<file path="config.mk">
export PLATFORM = sky130hd
export DESIGN_NAME = max_unpool_stream
export DESIGN_NICKNAME = d
export VERILOG_FILES = /design/src/rtl/cnn_pkg.sv /design/src/rtl/unpool_line_buffer.sv /design/src/rtl/max_unpool_stream.sv
export SDC_FILE = /design/constraint.sdc
export NUM_CORES = 1
export LEC_CHECK = 0
export ABC_AREA = 1
export CAP_MARGIN = 0
export CORE_AREA = 3 3 90 92
export CTS_CLUSTER_DIAMETER = 100
export DETAILED_ROUTE_END_ITERATION = 16
export DIE_AREA = 0 0 93 95
export GPL_TIMING_DRIVEN = 0
export HOLD_SLACK_MARGIN = 0.02
export SLEW_MARGIN = 30
export SYNTH_ARGS = -nofsm -noshare
export SYNTH_HDL_FRONTEND = slang
export SYNTH_HIERARCHICAL = 1
export SYNTH_SLANG_ARGS = --single-unit
</file>
<file path="constraint.sdc">
create_clock -name clk -period 2.4 [get_ports clk]
set_input_delay 0.24 -clock clk [delete_from_list [all_inputs] [get_ports clk]]
set_output_delay 0.24 -clock clk [all_outputs]
set_load 0.05 [all_outputs]
</file>
<file path="src/rtl/cnn_pkg.sv">
// Shared types and width helpers for the CNN streaming blocks.
package cnn_pkg;

  typedef enum logic {
    FILL = 1'b0,
    EMIT = 1'b1
  } unpool_state_e;

  localparam int unsigned CNN_DATA_WIDTH  = 8;
  localparam int unsigned CNN_KERNEL_SIZE = 2;

  // Argmax index width for a K x K window.
  function automatic int unsigned idx_width(input int unsigned k);
    return $clog2(k * k);
  endfunction

  // Counter width able to address n items; never narrower than one bit.
  function automatic int unsigned cnt_width(input int unsigned n);
    return (n <= 1) ? 1 : $clog2(n);
  endfunction

  localparam int unsigned CNN_IDX_WIDTH = idx_width(CNN_KERNEL_SIZE);

  // Pooled value paired with its argmax position, at the default geometry.
  typedef struct packed {
    logic [CNN_DATA_WIDTH-1:0] data;
    logic [CNN_IDX_WIDTH-1:0]  idx;
  } pool_entry_t;

endpackage

</file>
<file path="src/rtl/unpool_line_buffer.sv">
// One pooled row of {value, argmax} entries: registered write, combinational read.
module unpool_line_buffer
  import cnn_pkg::*;
#(
  parameter int unsigned DATA_WIDTH = 8,
  parameter int unsigned IDX_WIDTH  = 2,
  parameter int unsigned DEPTH      = 4,
  parameter int unsigned ADDR_WIDTH = cnt_width(DEPTH)
) (
  input  logic                  clk,
  input  logic                  rst_n,
  input  logic                  i_wr_en,
  input  logic [ADDR_WIDTH-1:0] i_wr_addr,
  input  logic [DATA_WIDTH-1:0] i_wr_data,
  input  logic [IDX_WIDTH-1:0]  i_wr_idx,
  input  logic [ADDR_WIDTH-1:0] i_rd_addr,
  output logic [DATA_WIDTH-1:0] o_rd_data,
  output logic [IDX_WIDTH-1:0]  o_rd_idx
);

  typedef struct packed {
    logic [DATA_WIDTH-1:0] data;
    logic [IDX_WIDTH-1:0]  idx;
  } entry_t;

  // Array spans the full address range so every address value is a legal index.
  entry_t r_mem [2**ADDR_WIDTH];

  // Store one entry per accepted pooled pixel.
  always_ff @(posedge clk or negedge rst_n) begin
    if (!rst_n) begin
      for (int unsigned i = 0; i < 2**ADDR_WIDTH; i++) begin
        r_mem[i] <= '0;
      end
    end else if (i_wr_en) begin
      r_mem[i_wr_addr] <= '{data: i_wr_data, idx: i_wr_idx};
    end
  end

  // Asynchronous read of the window currently being expanded.
  always_comb begin
    o_rd_data = r_mem[i_rd_addr].data;
    o_rd_idx  = r_mem[i_rd_addr].idx;
  end

endmodule

</file>
<file path="src/rtl/max_unpool_stream.sv">
// Streaming max-unpool: buffers one pooled row, then expands it into K output rows.
module max_unpool_stream
  import cnn_pkg::*;
#(
  parameter int unsigned DATA_WIDTH  = 8,
  parameter int unsigned KERNEL_SIZE = 2,
  parameter int unsigned IN_WIDTH    = 4,
  parameter int unsigned IN_HEIGHT   = 4,
  parameter int unsigned IDX_WIDTH   = idx_width(KERNEL_SIZE)
) (
  input  logic                  clk,
  input  logic                  rst_n,
  input  logic                  s_valid,
  output logic                  s_ready,
  input  logic [DATA_WIDTH-1:0] s_data,
  input  logic [IDX_WIDTH-1:0]  s_idx,
  output logic                  m_valid,
  input  logic                  m_ready,
  output logic [DATA_WIDTH-1:0] m_data,
  output logic                  m_eol,
  output logic                  m_eof
);

  localparam int unsigned OUT_COLS = IN_WIDTH * KERNEL_SIZE;
  localparam int unsigned FILL_W   = cnt_width(IN_WIDTH);
  localparam int unsigned COL_W    = cnt_width(OUT_COLS);
  localparam int unsigned ROW_W    = cnt_width(KERNEL_SIZE);
  localparam int unsigned PROW_W   = cnt_width(IN_HEIGHT);

  localparam logic [FILL_W-1:0] FILL_LAST = FILL_W'(IN_WIDTH - 1);
  localparam logic [COL_W-1:0]  COL_LAST  = COL_W'(OUT_COLS - 1);
  localparam logic [ROW_W-1:0]  ROW_LAST  = ROW_W'(KERNEL_SIZE - 1);
  localparam logic [PROW_W-1:0] PROW_LAST = PROW_W'(IN_HEIGHT - 1);

  unpool_state_e         r_state, w_state_nxt;
  logic [FILL_W-1:0]     r_fill_cnt;
  logic [COL_W-1:0]      r_out_col, w_nxt_col;
  logic [ROW_W-1:0]      r_out_row, w_nxt_row;
  logic [PROW_W-1:0]     r_pooled_row;
  logic                  r_s_ready, r_m_valid, r_m_eol, r_m_eof;
  logic [DATA_WIDTH-1:0] r_m_data;

  logic                  w_in_fire, w_out_fire, w_fill_done, w_emit_done, w_load;
  logic [FILL_W-1:0]     w_rd_addr;
  logic [DATA_WIDTH-1:0] w_buf_data, w_rd_data, w_pix;
  logic [IDX_WIDTH-1:0]  w_buf_idx, w_rd_idx;
  logic [31:0]           w_col32, w_pos32;

  unpool_line_buffer #(
    .DATA_WIDTH (DATA_WIDTH),
    .IDX_WIDTH  (IDX_WIDTH),
    .DEPTH      (IN_WIDTH),
    .ADDR_WIDTH (FILL_W)
  ) u_line_buffer (
    .clk       (clk),
    .rst_n     (rst_n),
    .i_wr_en   (w_in_fire),
    .i_wr_addr (r_fill_cnt),
    .i_wr_data (s_data),
    .i_wr_idx  (s_idx),
    .i_rd_addr (w_rd_addr),
    .o_rd_data (w_buf_data),
    .o_rd_idx  (w_buf_idx)
  );

  // Handshake events and FILL/EMIT next-state decision.
  always_comb begin
    w_in_fire   = s_valid && r_s_ready;
    w_out_fire  = r_m_valid && m_ready;
    w_fill_done = w_in_fire && (r_fill_cnt == FILL_LAST);
    w_emit_done = w_out_fire && (r_out_row == ROW_LAST) && (r_out_col == COL_LAST);
    w_load      = w_fill_done || (w_out_fire && !w_emit_done);
    w_state_nxt = r_state;
    case (r_state)
      FILL:    if (w_fill_done) w_state_nxt = EMIT;
      EMIT:    if (w_emit_done) w_state_nxt = FILL;
      default: w_state_nxt = FILL;
    endcase
  end

  // Position of the pixel to load into the output register next.
  always_comb begin
    w_nxt_row = r_out_row;
    w_nxt_col = r_out_col;
    if (r_state == FILL) begin
      w_nxt_row = '0;
      w_nxt_col = '0;
    end else if (r_out_col == COL_LAST) begin
      w_nxt_col = '0;
      w_nxt_row = r_out_row + 1'b1;
    end else begin
      w_nxt_col = r_out_col + 1'b1;
    end
    w_col32   = 32'(w_nxt_col);
    w_rd_addr = FILL_W'(w_col32 / KERNEL_SIZE);
    w_pos32   = 32'(w_nxt_row) * KERNEL_SIZE + (w_col32 % KERNEL_SIZE);
  end

  // Pixel value; the first pixel is loaded on the same edge that writes the last
  // entry, so a write to the addressed entry is forwarded straight through.
  always_comb begin
    w_rd_data = w_buf_data;
    w_rd_idx  = w_buf_idx;
    if (w_in_fire && (r_fill_cnt == w_rd_addr)) begin
      w_rd_data = s_data;
      w_rd_idx  = s_idx;
    end
    w_pix = (32'(w_rd_idx) == w_pos32) ? w_rd_data : '0;
  end

  // FSM state register.
  always_ff @(posedge clk or negedge rst_n) begin
    if (!rst_n) r_state <= FILL;
    else        r_state <= w_state_nxt;
  end

  // Input ready, fill counter and output position counters.
  always_ff @(posedge clk or negedge rst_n) begin
    if (!rst_n) begin
      r_s_ready    <= 1'b0;
      r_fill_cnt   <= '0;
      r_out_row    <= '0;
      r_out_col    <= '0;
      r_pooled_row <= '0;
    end else begin
      r_s_ready <= (w_state_nxt == FILL);
      if (w_in_fire) r_fill_cnt <= w_fill_done ? '0 : r_fill_cnt + 1'b1;
      if (w_load) begin
        r_out_row <= w_nxt_row;
        r_out_col <= w_nxt_col;
      end else if (w_emit_done) begin
        r_out_row    <= '0;
        r_out_col    <= '0;
        r_pooled_row <= (r_pooled_row == PROW_LAST) ? '0 : r_pooled_row + 1'b1;
      end
    end
  end

  // Registered output beat; holds while the downstream stalls.
  always_ff @(posedge clk or negedge rst_n) begin
    if (!rst_n) begin
      r_m_valid <= 1'b0;
      r_m_data  <= '0;
      r_m_eol   <= 1'b0;
      r_m_eof   <= 1'b0;
    end else if (w_load) begin
      r_m_valid <= 1'b1;
      r_m_data  <= w_pix;
      r_m_eol   <= (w_nxt_col == COL_LAST);
      r_m_eof   <= (w_nxt_col == COL_LAST) && (w_nxt_row == ROW_LAST) &&
                   (r_pooled_row == PROW_LAST);
    end else if (w_emit_done) begin
      r_m_valid <= 1'b0;
      r_m_data  <= '0;
      r_m_eol   <= 1'b0;
      r_m_eof   <= 1'b0;
    end
  end

  assign s_ready = r_s_ready;
  assign m_valid = r_m_valid;
  assign m_data  = r_m_data;
  assign m_eol   = r_m_eol;
  assign m_eof   = r_m_eof;

endmodule

</file>
==> out/qor.yml, run 1 <==
vdd.ir_drop.worst_v: 0.000361
p_comb_share_pct: 3.2
end_kind: "flop"
cts_max_path_buffers: 2
gp_congestion: 0.906
switchingPower_mw: 0.458
final_cell_count_no_fill: 595
timing_limited_maximum_frequency_mhz: 466
vias_after_detailed_routing: 3007
globalRouteOverflowTotal: 0
grt_setup_unrepaired: "no"
buffer_ports.inserted: 25
crit_fanout: 10
cellPowerDensity_nw_per_um2: 574
p_clk_share_pct: 51.9
detailed_place_hpwl_um: 6190
switching_share_pct: 20.0
tritoncts_clock_tree: "done"
post-route-period-util_pct: 89.4
total_leakage_power_nw: 2.08
worst_slew_pin_slew_ns: 0.496
max_slew_margin_pct: 66.8
top_usage_layer: "met2"
effective_utilization_at_floorplan_pct: 45.3
cts.htree.levels: 3
insertedDiodeCount: 0
postSynthCellCount: 451
first_global_vias: 2925
hold_class: "in2async"
gr_util_met3_pct: 4.54
worst-setup-path-type: "reg2reg"
cp.required_ns: 2.63
clk_latency_ns: 0.35
die-width_um: 93
synth_nets: 469
cts_num_sinks: 61
synthToLayoutAreaGrowth_pct: 20.7
layout.filler_cells: 738
crit_path_start_kind: "flop"
ios: 26
drc: 0
final.hold.worst_slack_ns: 0.323
routed_wire_length_per_instance_um: 14.6
synthArstFlopShare_pct: 100
setup_violations: 0
drt.antenna.violating_nets: 0
clock_root_buffer: "sky130_fd_sc_hd__clkbuf_8"
internal_power_of_the_cells_mw: 1.83
numPlacedInstances: 576
synthesis.area_um2: 3300
finalClockSkew_ns: 0.0134
drive_above_1_share_pct: 10.7
maxCapViolations: 0
synth-main-ff-cell: "sky130_fd_sc_hd__dfrtp_1"
timing.critical_path.arrival_ns: 2.38
final_max_slew_viol_count: 0
placeableCoreArea_um2: 7290
post_synth.cell_area_avg_um2: 7.32
grt_start_max_net_pins: 40
die_area_um2: 8840
status: "complete, no violations"
yosys_warnings: 6
tritoncts.num_buffers: 9
drt_pass1_iterations: 5
synth_edf_count: 0
period_minus_slack_ns: 2.14
groute.layer.met1.usage_pct: 29.8
die_y_um: 95
setup_total_negative_slack_ns: 0
layout.cell_area.non_filler_um2: 3980
design.final.nets: 509
postPlaceCellArea_um2: 3690
p_total_mw: 2.29
grt.met2_usage_pct: 32.9
netlist-cell-type-count: 25
worst_setup_hold_path_clk_slew_ns: 0.07
share_of_power_burned_in_registers_pct: 45.0
final-hold-violation-count: 0
wl_um: 8670
grt_first_pass_wirelength_um: 14500
synth_sequential_area_ratio_pct: 46.2
avgViaCountPerCell: 5.05
grtUsageTotal_pct: 21.7
dr.first_iter.drc_count: 213
grt_antenna_before_repair: 0
core.rowCount: 31
synth.ff_latch_count: 61
==> metal layers <==
layer	vias to the layer above	wire length [um]
li1	1501	-
met1	1414	4130
met2	75	3890
met3	17	460
met4	0	197
met5	-	0
==> stage by stage <==
| step | setup WS [ns] | utilization (%) |
|---|---|---|
| floorplan | 0.418 | - |
| global placement | -1.00 | 50.4 |
| detailed placement | 0.0422 | 50.6 |
| CTS | 0.0277 | 54.3 |
| global route | 0.0236 | 54.6 |
| finish | 0.255 | 54.6 |
==> layout make-up <==
class / count / area [um^2] / share of cell area, %
sequential: 61 / 1530 / 38.3
multi-input combinational: 297 / 1380 / 34.6
timing repair buffer: 29 / 293 / 7.35
inverter: 71 / 270 / 6.78
clock buffer: 13 / 169 / 4.24
buffer: 22 / 131 / 3.30
tap: 99 / 124 / 3.11
clock inverter: 3 / 90.1 / 2.26
==> cells in the mapped netlist, types with 2 or more instances <==
master,number,share of area [%]
sky130_fd_sc_hd__buf_4,3,0.68
sky130_fd_sc_hd__nand3_2,3,0.91
sky130_fd_sc_hd__nand2_1,172,20
sky130_fd_sc_hd__inv_2,2,0.23
sky130_fd_sc_hd__nand2_2,3,0.57
sky130_fd_sc_hd__a21oi_1,9,1.4
sky130_fd_sc_hd__nor2_1,6,0.68
sky130_fd_sc_hd__o21ai_1,11,1.7
sky130_fd_sc_hd__o21ai_0,8,1.2
sky130_fd_sc_hd__buf_6,2,0.68
sky130_fd_sc_hd__buf_2,15,2.3
sky130_fd_sc_hd__nand3_1,44,6.7
sky130_fd_sc_hd__inv_1,68,7.7
sky130_fd_sc_hd__dfrtp_1,61,46
sky130_fd_sc_hd__nand4_1,31,5.9
sky130_fd_sc_hd__ha_1,4,1.5
==> worst max-delay path, stage by stage (launching register included) <==
cell	delay (ns)
sky130_fd_sc_hd__dfrtp_1	0.40
sky130_fd_sc_hd__ha_1	0.21
sky130_fd_sc_hd__ha_1	0.29
sky130_fd_sc_hd__nand2_1	0.12
sky130_fd_sc_hd__inv_2	0.12
sky130_fd_sc_hd__clkbuf_4	0.20
sky130_fd_sc_hd__nand3_1	0.12
sky130_fd_sc_hd__nand2_1	0.08
sky130_fd_sc_hd__inv_1	0.04
sky130_fd_sc_hd__nand2_1	0.08
sky130_fd_sc_hd__nand2_1	0.05
sky130_fd_sc_hd__nand2_1	0.09
sky130_fd_sc_hd__nand2_4	0.09
sky130_fd_sc_hd__nand3_1	0.09
sky130_fd_sc_hd__nand2_1	0.05
==> kinds of logic after synthesis <==
| kind of cell | count (synthesis) | synth area share [%] |
|---|---|---|
| simple gates | 263 | 35.5 |
| buf+inv | 93 | 11.9 |
| flops | 61 | 46.2 |
| compound gates | 29 | 4.47 |
| fa+ha+maj | 4 | 1.52 |
| mux | 1 | 0.341 |
==> path summary, 6_finish.rpt <==
check | from | to | slack, ns | cells past startpoint
worst min-delay path | rst_n | u_line_buffer/r_mem[20] | 0.32 | 2
min in group clk | u_line_buffer/r_mem[10] | u_line_buffer/r_mem[10] | 0.47 | 2
worst max register to register | r_out_col[0] | m_data[1] | 0.26 | 14
worst min register to register | u_line_buffer/r_mem[10] | u_line_buffer/r_mem[10] | 0.47 | 2
max in group asynchronous | rst_n | r_out_row | 1.56 | 3
worst max-delay path | r_out_col[0] | m_data[1] | 0.26 | 14
==> power groups by stage <==
stage	registers [mW]	logic, mW	clock network (mW)
after floorplan	1.05	0.00362	0
after global placement	1.05	0.0680	0
after detailed placement	1.05	0.0714	0
after CTS	1.03	0.0729	1.21
after global routing	1.03	0.0780	1.24
final	1.03	0.0723	1.19
==> sequential cells by signal, summed over array words and instances (netlist names) <==
signal and cells:
m_eof 1, r_state 1, m_eol 1, r_out_row 1
u_line_buffer/r_mem 40, s_ready 1, m_data 8, m_valid 1
r_out_col 3, r_pooled_row 2, r_fill_cnt 2
==> placed cells by master (no fill, tap or decap), drive strengths merged <==
cell type,netlist,layout
bufinv,0,3
nor2,6,6
nand2,176,176
buf,21,25
ha,4,4
nand4,31,31
mux2,1,1
o21ai,19,19
clkdlybuf4s50,0,24
nand3,47,47
nor3,2,2
nand3b,1,1
clkbuf,1,14
a21oi,9,9
dlygate4sd3,0,1
inv,70,70
dfrtp,61,61
o21a,1,1
clkinvlp,0,1
==> repair_timing <==
| action | 4_1_cts | 5_1_grt |
|---|---|---|
| endpoints found under the hold margin | 22 | 0 |
| hold buffers | 1 | 0 |
| setup buffers | 0 | 2 |
| setup endpoints to repair | 0 | 8 |
| resized for setup | 0 | 6 |
No activity file was read; power rests on OpenSTA's default activity.
==> run 2: changes to the inputs <==
- SETUP_SLACK_MARGIN: not set -> 0.3
==> out/qor.yml, run 2 (synthesis gave the netlist of run 1 again) <==
tritoncts.num_buffers: 9  # unchanged
cellPowerDensity_nw_per_um2: 563  # was 574 nW/um^2
max_slew_margin_pct: 66.8  # unchanged
largest_register_ffs: 40  # unchanged
postPlaceCellArea_um2: 3690  # unchanged
worst_slew_pin_slew_ns: 0.496  # unchanged
drc: 0  # unchanged
grt_antenna_before_repair: 0  # unchanged
p_comb_share_pct: 3.2  # about the same
final-hold-violation-count: 0  # unchanged
worst_setup_hold_path_clk_slew_ns: 0.07  # about the same
avgViaCountPerCell: 5.09  # was 5.05
postLayoutSetupSlackWorst_ns: 0.456  # was 0.255 ns
die_area_um2: 8840  # unchanged
synthToLayoutAreaGrowth_pct: 23.0  # was 20.7%
cts_num_sinks: 61  # unchanged
dr.first_iter.drc_count: 218  # was 213
insertedDiodeCount: 0  # unchanged
layout_commonest_cell: "sky130_fd_sc_hd__nand2_1"  # unchanged
switchingPower_mw: 0.458  # about the same
place_ws_ns: 0.0422  # unchanged
effective_utilization_at_floorplan_pct: 45.3  # unchanged
layout.filler_cells: 731  # was 738
hold_class: "in2async"  # unchanged
largest-register: "u_line_buffer/r_mem"  # unchanged
p_clk_share_pct: 51.9  # about the same
grtUsageTotal_pct: 21.7  # about the same
buffer_ports.inserted: 25  # unchanged
timing.reg2reg.setup_slack_ns: 0.46  # was 0.26 ns
gp_congestion: 0.906  # unchanged
die_y_um: 95  # unchanged
end_kind: "flop"  # unchanged
gr_util_met3_pct: 4.62  # was 4.54%
rr_worst_depth: 15  # was 14
crit_fanout: 10  # unchanged
setup_violations: 0  # unchanged
worst_r2r_endpoint: "m_data[1]"  # unchanged
final_max_slew_viol_count: 0  # unchanged
groute.layer.met1.usage_pct: 29.7  # was 29.8%
globalRouteOverflowTotal: 0  # unchanged
top_usage_layer: "met2"  # unchanged
share_of_power_burned_in_registers_pct: 45.0  # about the same
detailed_place_hpwl_um: 6190  # unchanged
grt_setup_unrepaired: "no"  # unchanged
timing_limited_maximum_frequency_mhz: 514  # was 466 MHz
ios: 26  # unchanged
total_leakage_power_nw: 2.09  # was 2.08 nW
timing.critical_path.arrival_ns: 2.18  # was 2.38 ns
grt_start_max_net_pins: 40  # unchanged
clk_latency_ns: 0.35  # about the same
cp.required_ns: 2.63  # about the same
routed_wire_length_per_instance_um: 14.7  # was 14.6 um
cts.htree.levels: 3  # unchanged
grt.met2_usage_pct: 32.5  # was 32.9%
tritoncts_clock_tree: "done"  # unchanged
period_minus_slack_ns: 1.94  # was 2.14 ns
beginning_of_the_worst_register_to_register_path: "r_out_col[0]"  # unchanged
layout.cell_area.non_filler_um2: 4060  # was 3980 um^2
design.final.nets: 510  # was 509
core.rowCount: 31  # unchanged
drt.antenna.violating_nets: 0  # unchanged
finalClockSkew_ns: 0.0116  # was 0.0134 ns
die-width_um: 93  # unchanged
placeableCoreArea_um2: 7290  # unchanged
cts_max_path_buffers: 2  # unchanged
grt_first_pass_wirelength_um: 14500  # about the same
vias_after_detailed_routing: 3032  # was 3007
first_global_vias: 2940  # was 2925
switching_share_pct: 20.0  # about the same
drive_above_1_share_pct: 13.1  # was 10.7%
post-route-period-util_pct: 81.0  # was 89.4%
crit_path_start_kind: "flop"  # unchanged
vdd.ir_drop.worst_v: 0.000360  # was 0.000361 V
top_library_cells_by_usage_in_the_layout_fill_and_taps_aside: "sky130_fd_sc_hd__nand2_1, sky130_fd_sc_hd__inv_1, sky130_fd_sc_hd__dfrtp_1, sky130_fd_sc_hd__nand3_1, sky130_fd_sc_hd__nand4_1"  # unchanged
internal_power_of_the_cells_mw: 1.83  # about the same
drt_pass1_iterations: 5  # unchanged
status: "complete, no violations"  # unchanged
worst-setup-path-type: "reg2reg"  # unchanged
clock_root_buffer: "sky130_fd_sc_hd__clkbuf_8"  # unchanged
wl_um: 8760  # was 8670 um
maxCapViolations: 0  # unchanged
[run 2: changes by cell type in the layout (fill, tap and decap cells not counted), moves of 2 or more]
| cell | delta |
|---|---|
| sky130_fd_sc_hd__nand3_2 | +4 |
| sky130_fd_sc_hd__ha_1 | -2 |
| sky130_fd_sc_hd__nand3_1 | -4 |
| sky130_fd_sc_hd__nand2_1 | -4 |
| sky130_fd_sc_hd__buf_2 | -4 |
| sky130_fd_sc_hd__nand2_2 | +3 |
| sky130_fd_sc_hd__inv_4 | +2 |
| sky130_fd_sc_hd__buf_4 | +3 |
[run 2: critical path, cell delays in order (launching register included)]
cell and delay [ns]:
sky130_fd_sc_hd__dfrtp_1 0.40, sky130_fd_sc_hd__ha_2 0.34, sky130_fd_sc_hd__nand2_2 0.08, sky130_fd_sc_hd__inv_2 0.09, sky130_fd_sc_hd__inv_1 0.05, sky130_fd_sc_hd__buf_4 0.16, sky130_fd_sc_hd__nand2_1 0.07, sky130_fd_sc_hd__nand3_2 0.08
sky130_fd_sc_hd__nand2_1 0.07, sky130_fd_sc_hd__inv_1 0.04, sky130_fd_sc_hd__nand2_1 0.08, sky130_fd_sc_hd__nand2_1 0.06, sky130_fd_sc_hd__nand2_2 0.07, sky130_fd_sc_hd__nand2_4 0.08, sky130_fd_sc_hd__nand3_1 0.09, sky130_fd_sc_hd__nand2_1 0.05
[run 2: how the worst max path moves through the flow]
stage / endpoint / start / slack (ns) / cells after the start
CTS: m_data[1] / r_out_col[0] / 0.33 / 14
floorplan: m_data[0] / r_out_col[0] / 0.42 / 14
global route: m_data[6] / r_out_col[0] / 0.30 / 15
global placement: r_pooled_row[1] / rst_n / -1.00 / 1
detailed placement: m_data[6] / r_out_col[0] / 0.04 / 14
finish: m_data[1] / r_out_col[0] / 0.46 / 15
[run 2: power groups by stage]
stage               Combinational [mW]  Sequential, mW  Clock [mW]
finish                          0.0724            1.03        1.19
global route                    0.0780            1.03        1.24
CTS                             0.0729            1.03        1.21
detailed placement              0.0714            1.05           0
global placement                0.0680            1.05           0
floorplan                      0.00362            1.05           0
[run 2: routing by layer]
metal	wire, um	vias up
met4	292	0
met1	4100	1422
met5	0	-
li1	-	1498
met3	491	23
met2	3880	89
[run 2: cell type report]
type,instances,area [um^2],area share [%]
Clock inverter,3,90.1,2.22
Timing Repair Buffer,30,300,7.40
Clock buffer,13,169,4.16
Inverter,71,272,6.69
Sequential cell,61,1530,37.6
Tap cell,99,124,3.05
Buffer,22,149,3.67
Multi-Input combinational cell,297,1430,35.2
[run 2: what timing repair did]
action                                  CTS  global route
hold buffers                              1             0
pin swaps                                 0             1
resized for setup                         6            20
setup buffers                             0             3
endpoints found under the hold margin    22             0
cloned                                    0             0
endpoints found under the setup margin    8             8
[run 2: stage by stage]
stage | power, mW | TNS [ns] | utilization [%] | hold slack [ns] | cells
final | 2.29 | 0 | 55.7 | 0.323 | 596
after global routing | 2.35 | 0 | 55.7 | 0.353 | 596
after CTS | 2.32 | 0 | 54.5 | 0.318 | 593
after detailed placement | 1.12 | 0 | 50.6 | 0.159 | 576
after global placement | 1.12 | -61.04 | 50.4 | 0.459 | 575
after floorplan | 1.05 | 0 | - | -0.0556 | 451
